--- config.mk ---
export PLATFORM = sky130hd
export DESIGN_NAME = gen_interrupciones
export DESIGN_NICKNAME = d
export VERILOG_FILES = /design/src/rtl/gen_interrupciones_pkg.sv /design/src/rtl/gen_interrupciones_sync_flanco.sv /design/src/rtl/gen_interrupciones.sv
export SDC_FILE = /design/constraint.sdc
export NUM_CORES = 1
export LEC_CHECK = 0
export CAP_MARGIN = 5
export CORE_MARGIN = 2
export CORE_UTILIZATION = 40
export CTS_BUF_LIST = sky130_fd_sc_hd__clkbuf_4 sky130_fd_sc_hd__clkbuf_8
export DETAILED_ROUTE_END_ITERATION = 6
export HOLD_SLACK_MARGIN = 0.06
export PLACE_DENSITY_LB_ADDON = 0.12
export SLEW_MARGIN = 20
export SYNTH_ARGS = -nofsm -noshare
export SYNTH_HDL_FRONTEND = slang
export SYNTH_SLANG_ARGS = --single-unit
--- constraint.sdc ---
create_clock -name clk -period 1.9 [get_ports clk]
set_input_delay 0.285 -clock clk [delete_from_list [all_inputs] [get_ports clk]]
set_output_delay 0.285 -clock clk [all_outputs]
set_load 0.05 [all_outputs]
--- src/rtl/gen_interrupciones_pkg.sv ---
// Shared definitions for the interrupt generator: arbiter states,
// config byte field positions and default prescaler divides.
package gen_interrupciones_pkg;

  typedef enum logic [1:0] {
    IDLE = 2'd0,
    FIRE = 2'd1,
    HOLD = 2'd2
  } state_e;

  localparam int unsigned BASE_MSB = 7;
  localparam int unsigned BASE_LSB = 6;
  localparam int unsigned THR_MSB  = 5;
  localparam int unsigned THR_LSB  = 0;
  localparam int unsigned THR_W    = THR_MSB - THR_LSB + 1;

  localparam int unsigned DEF_DIV0 = 1;
  localparam int unsigned DEF_DIV1 = 16;
  localparam int unsigned DEF_DIV2 = 256;
  localparam int unsigned DEF_DIV3 = 4096;

endpackage

--- src/rtl/gen_interrupciones_sync_flanco.sv ---
// Two-flop synchronizer for an asynchronous input followed by a
// rising-edge detector; rise_o is high for one cycle per synchronized edge.
module sync_flanco (
  input  logic clk_i,
  input  logic rst_i,
  input  logic d_i,
  output logic rise_o
);

  logic meta_q;
  logic sync_q;
  logic prev_q;

  always_ff @(posedge clk_i) begin
    if (rst_i) begin
      meta_q <= 1'b0;
      sync_q <= 1'b0;
      prev_q <= 1'b0;
    end else begin
      meta_q <= d_i;
      sync_q <= meta_q;
      prev_q <= sync_q;
    end
  end

  assign rise_o = sync_q & ~prev_q;

endmodule

--- src/rtl/gen_interrupciones.sv ---
// Interrupt source block: programmable timer plus synchronized external
// line, arbitrated into single-cycle requests spaced at least MIN_GAP apart.
module gen_interrupciones
  import gen_interrupciones_pkg::*;
#(
  parameter int unsigned DIV0    = DEF_DIV0,
  parameter int unsigned DIV1    = DEF_DIV1,
  parameter int unsigned DIV2    = DEF_DIV2,
  parameter int unsigned DIV3    = DEF_DIV3,
  parameter int unsigned PW      = 12,
  parameter int unsigned MIN_GAP = 4
) (
  input  logic       clk,
  input  logic       reset,
  input  logic       enable,
  input  logic [7:0] conf_data,
  input  logic       ext_irq,
  output logic       interrupcion,
  output logic       clock_out,
  output logic [1:0] irq_pending
);

  localparam int unsigned HW = $clog2(MIN_GAP);

  logic [1:0]       base_q, base_d;
  logic [THR_W-1:0] thr_q, thr_d;
  logic [THR_W-1:0] tick_q, tick_d;
  logic [PW-1:0]    presc_q, presc_d;
  logic [PW-1:0]    div_m1;
  logic             tmr_evt;
  logic             ext_rise;
  logic             ext_pend_q, ext_pend_d;
  logic             tmr_pend_q, tmr_pend_d;
  logic             serve_ext, serve_tmr;
  state_e           state_q;
  logic [HW-1:0]    hold_q;
  logic             irq_q, clk_q;

  sync_flanco u_sync (
    .clk_i  (clk),
    .rst_i  (reset),
    .d_i    (ext_irq),
    .rise_o (ext_rise)
  );

  always_comb begin
    unique case (base_q)
      2'b00:   div_m1 = PW'(DIV0 - 1);
      2'b01:   div_m1 = PW'(DIV1 - 1);
      2'b10:   div_m1 = PW'(DIV2 - 1);
      default: div_m1 = PW'(DIV3 - 1);
    endcase
  end

  always_comb begin
    base_d  = base_q;
    thr_d   = thr_q;
    presc_d = presc_q;
    tick_d  = tick_q;
    tmr_evt = 1'b0;
    if (enable) begin
      base_d  = conf_data[BASE_MSB:BASE_LSB];
      thr_d   = conf_data[THR_MSB:THR_LSB];
      presc_d = '0;
      tick_d  = '0;
    end else if (thr_q != '0) begin
      if (presc_q == div_m1) begin
        presc_d = '0;
        if (tick_q == thr_q - THR_W'(1)) begin
          tick_d  = '0;
          tmr_evt = 1'b1;
        end else begin
          tick_d = tick_q + THR_W'(1);
        end
      end else begin
        presc_d = presc_q + PW'(1);
      end
    end
  end

  // Sets are applied after the FIRE clear so a same-cycle event is retained.
  always_comb begin
    ext_pend_d = ext_pend_q;
    tmr_pend_d = tmr_pend_q;
    if (irq_q)    ext_pend_d = 1'b0;
    if (clk_q)    tmr_pend_d = 1'b0;
    if (ext_rise) ext_pend_d = 1'b1;
    if (tmr_evt)  tmr_pend_d = 1'b1;
    if (enable)   tmr_pend_d = 1'b0;
  end

  always_ff @(posedge clk) begin
    if (reset) begin
      base_q     <= '0;
      thr_q      <= '0;
      presc_q    <= '0;
      tick_q     <= '0;
      ext_pend_q <= 1'b0;
      tmr_pend_q <= 1'b0;
    end else begin
      base_q     <= base_d;
      thr_q      <= thr_d;
      presc_q    <= presc_d;
      tick_q     <= tick_d;
      ext_pend_q <= ext_pend_d;
      tmr_pend_q <= tmr_pend_d;
    end
  end

  // A timer event being discarded by a config write must not launch a pulse.
  assign serve_ext = ext_pend_q;
  assign serve_tmr = tmr_pend_q & ~enable;

  // The last HOLD cycle also acts as IDLE so back-to-back requests land
  // exactly MIN_GAP cycles apart.
  always_ff @(posedge clk) begin
    if (reset) begin
      state_q <= IDLE;
      hold_q  <= '0;
      irq_q   <= 1'b0;
      clk_q   <= 1'b0;
    end else begin
      irq_q <= 1'b0;
      clk_q <= 1'b0;
      unique case (state_q)
        IDLE: begin
          if (serve_ext || serve_tmr) begin
            state_q <= FIRE;
            irq_q   <= serve_ext;
            clk_q   <= !serve_ext;
          end
        end
        FIRE: begin
          state_q <= HOLD;
          hold_q  <= HW'(MIN_GAP - 2);
        end
        HOLD: begin
          if (hold_q != '0) begin
            hold_q <= hold_q - HW'(1);
          end else if (serve_ext || serve_tmr) begin
            state_q <= FIRE;
            irq_q   <= serve_ext;
            clk_q   <= !serve_ext;
          end else begin
            state_q <= IDLE;
          end
        end
        default: state_q <= IDLE;
      endcase
    end
  end

  assign interrupcion = irq_q;
  assign clock_out    = clk_q;
  assign irq_pending  = {tmr_pend_q, ext_pend_q};

endmodule
== Word level (Yosys, flattened, before mapping) ==
Cells that the tools add are included.

* $add $sub $neg: 4
* Multipliers: 0
* Div/mod/pow operators: 0
* Order comparisons: 0
* Equal/unequal tests: 9
* Shifts and indexed selects: 0
* Mux-type cells: 23
* Bitwise gates (word level): 4
* Reductions and logical operators: 13

{| class="wikitable"
|+ Operators by type and width
! kind !! count
|-
| one-hot mux 12 bit (3 select lines) || 1
|-
| 2-to-1 mux 1 bit || 13
|-
| adder 12 x 1 -> 12 bit, second input constant || 1
|-
| equality test 12 bit || 1
|-
| 2-to-1 mux 12 bit || 1
|-
| nonzero test 2 bit || 4
|-
| adder 6 x 1 -> 6 bit, second input constant || 1
|-
| equality test 6 bit || 1
|-
| 2-to-1 mux 2 bit || 3
|-
| 2-to-1 mux 6 bit || 1
|-
| inequality test 2 bit, second input constant || 3
|-
| one-hot mux 2 bit (3 select lines) || 1
|-
| AND reduction 2 bit || 3
|-
| nonzero test 6 bit || 1
|-
| subtractor 6 x 1 -> 6 bit, second input constant || 1
|-
| equality test 2 x 1 -> 1 bit, second input constant || 2
|-
| equality test 2 bit, second input constant || 2
|-
| zero test 2 bit || 2
|-
| one-hot mux 1 bit (2 select lines) || 2
|-
| one-hot mux 2 bit (2 select lines) || 1
|-
| AND 1 bit || 2
|-
| inverter 1 bit || 2
|-
| OR reduction 2 bit || 1
|-
| subtractor 2 x 1 -> 2 bit, second input constant || 1
|-
| other kinds (2) || 2
|}

* Flip-flop bits (word level): 37
* Bits in latches: 0
* RAM bits: 0
* Bits in read-only memories: 0
* Bits of input ports: 12
* Output and inout bits: 4
* Memories: 0

== Longest topological paths before layout ==
Gate-level depths: netlist of the first run.

* Depth after elaboration: 7
* Depth in mapped cells: 7

== Modules after synthesis ==
A second synthesis of the first run with hierarchy kept.

* Cell total of the unflattened synthesis: 208
* Area total of the unflattened synthesis: 1850.5 um^2

{| class="wikitable"
|+ By module, submodules not included
! module !! times used !! cells each !! area an instance (um^2)
|-
| gen_interrupciones || 1 || 201 || 1762.9
|-
| sync_flanco || 1 || 7 || 87.6
|}

== Worst setup path before layout of the first run ==
No wires, ideal clock.

* Path type: register to register
* Start point: reg thr_q[0]
* End point: reg tick_q[2]
* Data arrival time: 1489 ps
* Required time: 1764 ps
* Slack: 276 ps
* Stages on the path, launching flop included: 8
* Clock period less this slack: 1624 ps
* Cell sequence: dfxtp_1 inv_1 ha_1 nand2b_1 a21oi_1 o31ai_4 o21ai_2 o221ai_1

* Longest elaborated chain between the ends: 3

{| class="wikitable"
|+ RTL lines
! what !! line !! text
|-
| start, declared || gen_interrupciones.sv:26 || <nowiki>logic [THR_W-1:0] thr_q, thr_d;</nowiki>
|-
| start signal, assigned || gen_interrupciones.sv:102 || <nowiki>thr_q <= thr_d;</nowiki>
|-
| subtractor 6 x 1 -> 6 bit || gen_interrupciones.sv:69 || <nowiki>if (tick_q == thr_q - THR_W'(1)) begin</nowiki>
|-
| equality test 6 bit || gen_interrupciones.sv:69 ||
|-
| 2-to-1 mux 6 bit || gen_interrupciones.sv:69 ||
|-
| end signal, assigned || gen_interrupciones.sv:104 || <nowiki>tick_q <= tick_d;</nowiki>
|-
| end, declared || gen_interrupciones.sv:27 || <nowiki>logic [THR_W-1:0] tick_q, tick_d;</nowiki>
|}

Parallel ways exist; a longest one is shown, timed or not.
A chain may end at the register's enable or synchronous reset.

== Final worst setup path of the first run ==
* Start point: reg ext_pend_q
* End point: out irq_pending[0]

{| class="wikitable"
|+ RTL lines
! what !! line !! text
|-
| start, declared || gen_interrupciones.sv:32 || <nowiki>logic ext_pend_q, ext_pend_d;</nowiki>
|-
| start signal, assigned || gen_interrupciones.sv:105 || <nowiki>ext_pend_q <= ext_pend_d;</nowiki>
|-
| end, declared || gen_interrupciones.sv:20 || <nowiki>output logic [1:0] irq_pending</nowiki>
|}

No word-level cell between the ends.

==> results of run 1 <==
==> final timing paths <==
path | start | endpoint | cells past startpoint
worst min register to register | u_sync.meta_q | u_sync.sync_q | 1
worst max-delay path | ext_pend_q | irq_pending[0] | 1
worst min-delay path | u_sync.meta_q | u_sync.sync_q | 1
worst max register to register | thr_q[0] | tmr_pend_q | 7
==> flip-flops by register name, summed over array words and instances (netlist names), 2 cells and up <==
signal / cells
presc_q: 12
thr_q: 6
tick_q: 6
base_q: 2
hold_q: 2
state_q: 2
==> cells in the mapped netlist, drive strengths merged <==
library cell,number,area [sq um]
nand2b,5,31.3
and3,2,12.5
xnor2,6,52.6
mux2i,11,110
o21ai,3,18.8
a21oi,6,30.0
o22a,1,8.76
inv,13,48.8
o221a,1,11.3
o2111a,1,12.5
nand3,8,45.0
a31oi,1,6.26
a311oi,1,8.76
o31ai,2,28.8
o2bb2ai,2,17.5
nand2,13,51.3
nor2,38,150
nand3b,1,7.51
nor2b,6,37.5
nand4,3,18.8
o2111ai,6,65.1
buf,3,26.3
o221ai,4,35.0
a311o,1,10.0
nor3,6,41.3
or2,1,6.26
o21a,1,7.51
clkbuf,2,7.51
or4,1,7.51
or3,1,6.26
nor4,1,6.26
ha,5,62.6
dfxtp,37,741
o211ai,2,15.0
xor2,12,105
==> area by class of cell <==
class                           instances  area (sq um)
Clock buffer                            6          76.3
Timing Repair Buffer                   22           215
Tap cell                               52          65.1
Inverter                               13          48.8
Sequential cell                        37           742
Multi-Input combinational cell        152          1050
Clock inverter                          2          10.0
Fill cell                             417          2200
==> logic make-up after synthesis <==
family	after synthesis	synth area share (%)
flops	37	40.0
compound gates	32	14.9
xor+xnor	18	8.52
buf+inv	18	4.46
mux	11	5.95
fa+ha+maj	5	3.38
simple gates	86	22.8
==> what timing repair did <==
item	CTS	global route
buffers inserted	0	0
endpoints found under the setup margin	0	7
resized for setup	0	5
==> metrics by stage <==
step | hold slack, ns | TNS [ns] | setup slack (ns) | instance area [sq um]
after detailed placement | 0.438 | 0 | 0.0971 | 2100
final | 0.450 | 0 | 0.123 | 2210
after CTS | 0.457 | 0 | 0.0761 | 2180
after floorplan | 0.354 | 0 | 0.276 | 1850
after global placement | 0.431 | 0 | 0.136 | 2100
after global routing | 0.487 | -0.00821 | -0.00725 | 2210
==> where the power goes <==
part / switching (mW) / leakage, nW / internal (mW)
clock network: 0.287 / 0.0484 / 0.269
registers: 0.0256 / 0.301 / 0.797
logic: 0.125 / 0.476 / 0.106
==> routing by layer <==
layer	track usage [%]	vias to the layer above	wire [um]	part of all wire, %
met2	25.8	37	1830	46
met5	0	-	0	0
met4	6.71	0	72	1.8
met1	21.7	706	1910	48
li1	-	765	-	-
met3	5.28	9	171	4.3
==> impl_metrics.env, run 1 <==
export IMPL_gp_congestion=0.795
export IMPL_status="finished, final reports clean"
export IMPL_crit_fanout=4
export IMPL_post_route_min_period_ns=1.78
export IMPL_layout_common_cells="36 x dfxtp_1, 35 x nor2_1, 15 x clkdlybuf4s50_1, 13 x inv_1, 12 x nand2_1"
export IMPL_cp_end_kind="primary output"
export IMPL_post_route_period_util_pct=93.5
export IMPL_post_drt_wl_per_cell_um=14.0
export IMPL_drc=0
export IMPL_antenna_found_initial=0
export IMPL_path_class="flip-flop to primary output"
export IMPL_cts_tree="built"
export IMPL_io_buffers=15
export IMPL_cp_required_ns=1.62
export IMPL_worst_pin_slew_ns=0.501
export IMPL_grt_start_max_net_pins=12
export IMPL_hpwlAfterDp_um=2930
export IMPL_dieArea_sq_mm=0.00519
export IMPL_postLayoutCoreUtil_pct=50.1
export IMPL_layout_commonest_cell="dfxtp_1"
export IMPL_overflow=0
export IMPL_syn_avg_cell_area_sq_um=8.94
export IMPL_layout_nets=248
export IMPL_ys_types=43
export IMPL_cts_root_buf="clkbuf_8"
export IMPL_syn_nets=224
export IMPL_crit_slowest_cell="clkdlybuf4s50_1"
export IMPL_initial_core_util_pct=41.9
export IMPL_cp_top_family="buffers and inverters"
export IMPL_cts_buffer_depth=2
export IMPL_ios=16
export IMPL_path_cells="clkdlybuf4s50_1"
export IMPL_syn_to_final_growth_pct=19.5
export IMPL_postRouteAntennaNets=0
export IMPL_cts_htree_levels=2
export IMPL_slew_headroom_pct=66.5
export IMPL_track_usage_pct=16.7
export IMPL_finClkSkew_ns=0.00669
export IMPL_die_w_um=72.0
export IMPL_arrival_ns=1.49
export IMPL_startpoint_type="flip-flop"
export IMPL_cts_sinks=37
export IMPL_cp_num_buf_inv=1
export IMPL_drive_gt1_share_pct=13.8
export IMPL_netlist_area_sq_mm=0.00185
export IMPL_synthCells=207
export IMPL_synth_seq_cells=37
export IMPL_peakVddDrop_v=0.000439
export IMPL_yosysSeqAreaShare_pct=40.0
export IMPL_maxCapViolCount=0
export IMPL_antennaDiodeCount=0
export IMPL_clk_latency_ns=0.29
export IMPL_power_leakage_nw=0.826
export IMPL_power_density_mw_per_mm2=728
export IMPL_initialDrtViolationCount=130
export IMPL_max_stage_delay_ns=0.82
export IMPL_grt_pass1_wl_um=6820
export IMPL_yosys_warnings=0
export IMPL_max_freq_mhz=563
export IMPL_hp_class="flip-flop to flip-flop"
export IMPL_drv_slew=0
export IMPL_first_pass_iters=4
export IMPL_vias_per_cell=5.34
export IMPL_via_count=1517
export IMPL_hold_buffers=0
export IMPL_drt_wl_total_um=3990
export IMPL_worst_r2r_setup_slack_ns=0.15
export IMPL_rows=24
export IMPL_fin_total_pwr_mw=1.61
export IMPL_grt_pass1_vias=1500
export IMPL_path_clk_slew_ns=0.07
export IMPL_core_area_sq_mm=0.00441
export IMPL_setup_viol=0
export IMPL_numCtsBuffers=5
export IMPL_post_place_cells=276
export IMPL_fin_cells=284
export IMPL_die_h_um=72.0
export IMPL_hold_viol_final=0
(Power assumes the default switching activity.)
==> run 2, diff against run 1 <==
--- a/config.mk
+++ b/config.mk
@@ -6,7 +6,7 @@
 export NUM_CORES = 1
 export LEC_CHECK = 0
 export CAP_MARGIN = 5
-export CORE_MARGIN = 2
+export CORE_MARGIN = 5
 export CORE_UTILIZATION = 40
 export CTS_BUF_LIST = sky130_fd_sc_hd__clkbuf_4 sky130_fd_sc_hd__clkbuf_8
 export DETAILED_ROUTE_END_ITERATION = 6
==> run 2 against run 1 <==
Sequential power about the same. Routed wire length increased by 0.70%. Non-clock buffer count decreased by 1. Largest cell class unchanged. Largest power group unchanged. Setup slack got worse by 0.020 ns. Highest routed layer unchanged. Register-to-register slack got worse by 0.05 ns. Sequential share of layout area increased by 0.057 points. Die area increased by 17%.
==> impl_metrics.env, run 2 (same netlist as run 1, synthesis figures left out) <==
export IMPL_power_density_mw_per_mm2=735
export IMPL_arrival_ns=1.96
export IMPL_fin_area_sq_mm=0.00221
export IMPL_post_place_cells=274
export IMPL_status="finished, final reports clean"
export IMPL_initial_core_util_pct=41.9
export IMPL_power_leakage_nw=0.821
export IMPL_largestRegisters="presc_q: 12 flops, thr_q: 6 flops, tick_q: 6 flops"
export IMPL_postLayoutCoreUtil_pct=50.0
export IMPL_post_drt_wl_per_cell_um=14.2
export IMPL_core_area_sq_mm=0.00441
export IMPL_numCtsBuffers=5
export IMPL_antenna_found_initial=0
export IMPL_finClkSkew_ns=0.00636
export IMPL_drive_gt1_share_pct=13.0
export IMPL_dieArea_sq_mm=0.00609
export IMPL_fin_total_pwr_mw=1.62
export IMPL_postRouteAntennaNets=0
export IMPL_cts_root_buf="clkbuf_8"
export IMPL_maxCapViolCount=0
export IMPL_antennaDiodeCount=0
export IMPL_hold_viol_final=0
export IMPL_gp_congestion=0.813
export IMPL_io_buffers=15
export IMPL_track_usage_pct=14.5
export IMPL_cts_htree_levels=2
export IMPL_slew_headroom_pct=57.0
export IMPL_syn_to_final_growth_pct=19.3
export IMPL_cp_required_ns=2.06
export IMPL_first_pass_iters=4
export IMPL_clk_latency_ns=0.29
export IMPL_drv_slew=0
export IMPL_cp_end_kind="flip-flop"
export IMPL_rr_startpoint="thr_q[0]"
export IMPL_hpwlAfterDp_um=3020
export IMPL_path_class="flip-flop to flip-flop"
export IMPL_cts_sinks=37
export IMPL_initialDrtViolationCount=105
export IMPL_hp_class="flip-flop to flip-flop"
export IMPL_layout_nets=247
export IMPL_vias_per_cell=5.43
export IMPL_post_route_min_period_ns=1.80
export IMPL_peakVddDrop_v=0.000391
export IMPL_drt_wl_total_um=4020
export IMPL_grt_pass1_wl_um=7060
export IMPL_layout_commonest_cell="dfxtp_1"
export IMPL_cts_buffer_depth=2
export IMPL_crit_fanout=8
export IMPL_layout_common_cells="36 x dfxtp_1, 35 x nor2_1, 15 x clkdlybuf4s50_1, 13 x inv_1"
export IMPL_grt_pass1_vias=1541
export IMPL_path_clk_slew_ns=0.07
export IMPL_top_register="presc_q"
export IMPL_worst_pin_slew_ns=0.643
export IMPL_grt_start_max_net_pins=17
export IMPL_rows=24
export IMPL_cts_tree="built"
export IMPL_hold_start="u_sync.meta_q"
export IMPL_die_h_um=78.0
export IMPL_largest_reg_flops=12
export IMPL_placed_area_sq_mm=0.00208
export IMPL_max_freq_mhz=556
export IMPL_via_count=1530
export IMPL_overflow=0
export IMPL_setup_viol=0
export IMPL_die_w_um=78.0
export IMPL_ios=16
export IMPL_cp_startpoint="thr_q[0]"
export IMPL_drc=0
export IMPL_fin_cells=282
export IMPL_post_route_period_util_pct=94.6
export IMPL_holdWs_ns=0.455
export IMPL_startpoint_type="flip-flop"
## run 2: cell count changes in the layout (fill, tap and decap cells not counted)
cell       change
clkinv_2       -2
a21oi_1        -1
a21oi_2        +1
buf_4          -1
clkbuf_8       +1
ha_1           +1
ha_2           -1
o2111ai_1      -1
o2111ai_2      +1
xor2_1         +1
xor2_2         -1
## run 2: layout make-up
type / instances / area, sq um
inverter: 13 / 48.8
sequential: 37 / 742
timing repair buffer: 21 / 208
tap: 52 / 65.1
clock buffer: 7 / 90.1
multi-input combinational: 152 / 1050
fill: 417 / 2210
## run 2: critical path, stage by stage (launching register included)
cell	delay, ns
dfxtp_2	0.37
inv_1	0.07
ha_1	0.25
nand2b_1	0.17
a21oi_2	0.18
o31ai_4	0.09
buf_4	0.18
o21ai_2	0.21
o221ai_1	0.15
## run 2: through the flow
stage	setup TNS (ns)	setup WS, ns
6_report	0	0.102
5_1_grt	-0.00362	-0.00362
4_1_cts	0	0.0507
3_5_place_dp	0	0.0709
3_3_place_gp	0	0.111
2_1_floorplan	0	0.276
## run 2: layer usage
metal  routed length (um)  GRT usage [%]  vias up
li1                     -              -      768
met5                    0              0        -
met2                 1950           22.5       32
met4                   34           6.42        0
met1                 1840           18.7      726
met3                  189           4.12        4
## run 2: worst paths after layout
check | cells past startpoint | slack [ns] | endpoint
min reg2reg | 1 | 0.45 | u_sync.sync_q
max | 8 | 0.10 | tick_q[3]
max reg2reg | 8 | 0.10 | tick_q[3]
min | 1 | 0.45 | u_sync.sync_q
## run 2: repair_timing
| item | CTS | global route |
|---|---|---|
| resized for setup | 0 | 5 |
| hold buffers | 0 | 0 |
| setup buffers | 0 | 1 |
| setup endpoints to repair | 0 | 7 |
| hold endpoints to repair | 0 | 0 |
## run 2: power by group
part | total [mW] | internal, mW | switching (mW) | leakage (nW)
registers | 0.823 | 0.797 | 0.0259 | 0.301
clock network | 0.565 | 0.302 | 0.263 | 0.0477
logic | 0.234 | 0.106 | 0.128 | 0.472
total | 1.62 | 1.21 | 0.418 | 0.821
==> edit (settings of run 1) <==
Register the inputs `enable`, `conf_data` and `ext_irq` before use, without a reset. The logic sees them one clock later.
--- a/src/rtl/gen_interrupciones.sv
+++ b/src/rtl/gen_interrupciones.sv
@@ -24,2 +24,12 @@
 
+  logic enable_q;
+  logic [7:0] conf_data_q;
+  logic ext_irq_q;
+
+  always_ff @(posedge clk) begin
+    enable_q    <= enable;
+    conf_data_q <= conf_data;
+    ext_irq_q   <= ext_irq;
+  end
+
   logic [1:0]       base_q, base_d;
@@ -41,3 +51,3 @@
     .rst_i  (reset),
-    .d_i    (ext_irq),
+    .d_i    (ext_irq_q),
     .rise_o (ext_rise)
@@ -60,5 +70,5 @@
     tmr_evt = 1'b0;
-    if (enable) begin
-      base_d  = conf_data[BASE_MSB:BASE_LSB];
-      thr_d   = conf_data[THR_MSB:THR_LSB];
+    if (enable_q) begin
+      base_d  = conf_data_q[BASE_MSB:BASE_LSB];
+      thr_d   = conf_data_q[THR_MSB:THR_LSB];
       presc_d = '0;
@@ -88,3 +98,3 @@
     if (tmr_evt)  tmr_pend_d = 1'b1;
-    if (enable)   tmr_pend_d = 1'b0;
+    if (enable_q)   tmr_pend_d = 1'b0;
   end
@@ -111,3 +121,3 @@
   assign serve_ext = ext_pend_q;
-  assign serve_tmr = tmr_pend_q & ~enable;
+  assign serve_tmr = tmr_pend_q & ~enable_q;
 
Behaviour: not the same (a bounded check fails within 4 cycles, from zero or initial values and one cycle with reset high).
==> edit against run 1 <==
Critical endpoint is now tick_q[1]. Total power increased by 25%. Design area up 11%. Critical path type is now register to register. Register-to-register slack worse by 0.07 ns. Setup slack got worse by 0.046 ns. Largest power group unchanged. Synthesized area grew 5.9%. Routed wire length fell by 5.7%. Via count is 3.7% lower. Sequential cell count rose by 10.
==> edit: results <==
outcome:
  outcome: "completed"
clocking:
  cts_made_buffers: 5
  clkTransAtPathRegs_ns: 0.09
  insertion_delay_ns: 0.30
  root_buffer: "clkbuf_8"
  clk_path_buf_depth: 2
  htreeDepth: 2
timing:
  skew_ns: 0.00640
  worst_slew_pin_slew_ns: 0.500
hold_path:
  hold_class: "primary input to register"
  holdPathStages: 1
  hp-start: "ext_irq"
cells_and_area:
  num_antenna_cells: 0
  fillers: 436
  drive_above_1_share: 0.182
  reg.largest.list: "presc_q: 12 flops, conf_data_q: 8 flops"
  final_cells: 298
  num-nets-final: 247
setup_path:
  cpPeakStageDelay_ns: 0.55
  crit_start: "presc_q[11]"
  cp.arrival_ns: 2.06
  timing.rr.start: "presc_q[11]"
  slowest_stage: "or4_4"
  crit_family: "simple AND/OR/NAND/NOR gates"
  crit_path_max_fanout: 7
pwr:
  p_leak_nw: 0.958
  ir_worst_vdd_v: 0.000353
global_route:
  grt_first_pass_wirelength_um: 6290
  track_usage: 0.152
  grt_max_degree: 17
  antenna_found_initial: 0
  grt_pass1_vias: 1430
routing:
  viasPerCell: 4.90
  first_pass_iters: 4
  drt_iter0_drc: 66
  finalWirelength_um: 3760
placement:
  dp_slack_ns: -0.00785
  dp.cells: 287
  port-buffer-count: 15
  place_congestion: 0.846
  place_hpwl_um: 2690
synth:
  ys_seq_area_frac: 0.480
  synthTopCellsByCount: "dfxtp_1 (47), nor2_1 (28), mux2i_1 (13)"
  yosys-top-cells-area: "dfxtp_1 (48%), mux2i_1 (6.6%), nor2_1 (5.4%)"
  synthFlopType: "dfxtp_1"
  yosys_warnings: 0
  synthCells: 201
  synthArstFlopShare: 0
  synthesis.nets: 218
  synth.distinct_cells: 37
[edit: changes by cell type in the layout (fill, tap and decap cells not counted), sizes merged, moves of 4 or more]
cell / run 1 / this run
dfxtp: 37 / 47
a22o: 0 / 4
buf: 7 / 14
o2111ai: 6 / 0
inv: 13 / 8
nand3: 8 / 4
nand2: 13 / 9
nor2: 38 / 28
o221ai: 4 / 0
[edit: kinds of logic (layout without fill, tap and decap cells)]
kind of cell | Yosys count | in the layout | synth area share
AND/OR/NAND/NOR | 82 | 82 | 0.224
flip-flops | 47 | 47 | 0.480
AO/OA/AOI/OAI | 22 | 22 | 0.0837
XOR/XNOR | 18 | 18 | 0.0805
buffers and inverters | 14 | 44 | 0.0338
multiplexers | 13 | 13 | 0.0664
adder cells (fa/ha/maj) | 5 | 5 | 0.0319
[edit: path summary, 6_finish.rpt]
| kind | endpoint | slack, ns |
|---|---|---|
| worst min register to register | u_sync.sync_q | 0.44 |
| worst min-delay path | ext_irq_q | 0.42 |
| worst max-delay path | tick_q[1] | 0.08 |
| worst max register to register | tick_q[1] | 0.08 |
[edit: layout make-up]
class	instances	area [µm²]	share of cell area
tap	67	83.8	0.0342
inverter	7	26.3	0.0107
clock inverter	3	47.5	0.0194
multi-input combinational	140	1030	0.419
timing repair buffer	29	255	0.104
sequential	47	943	0.384
clock buffer	5	68.8	0.0280
[edit: metrics by stage]
stage / power (W) / instance area (µm²)
floorplan: 0.00120 / 1960
global placement: 0.00126 / 2240
detailed placement: 0.00126 / 2240
CTS: 0.00200 / 2350
global route: 0.00211 / 2450
finish: 0.00201 / 2450
[edit: what timing repair did]
action                                  in CTS  in global routing
cloned                                       0                  0
hold buffers                                 0                  0
pin swaps                                    1                  8
resized for setup                            1                 17
buffers inserted                             0                  3
endpoints found under the setup margin       1                 18
[edit: worst reg2reg max path, delay by kind of cell, from the launching register on]
| kind | cells | cell delay [ns] |
|---|---|---|
| AO/OA/AOI/OAI | 1 | 0.12 |
| flip-flops | 1 | 0.34 |
| multiplexers | 1 | 0.18 |
| AND/OR/NAND/NOR | 3 | 1.12 |
[edit: layer usage]
metal	wire [µm]	track usage	vias to the layer above
met3	121	0.0366	4
met2	1880	0.248	19
met4	37	0.0788	0
met5	0	0	-
li1	-	-	747
met1	1730	0.187	691
[edit: power by group]
group / leakage [nW] / switching, W / internal (W)
sequential: 0.386 / 0.0000229 / 0.00102
combinational: 0.514 / 0.000113 / 0.000126
clock: 0.0587 / 0.000336 / 0.000399
total: 0.958 / 0.000472 / 0.00154
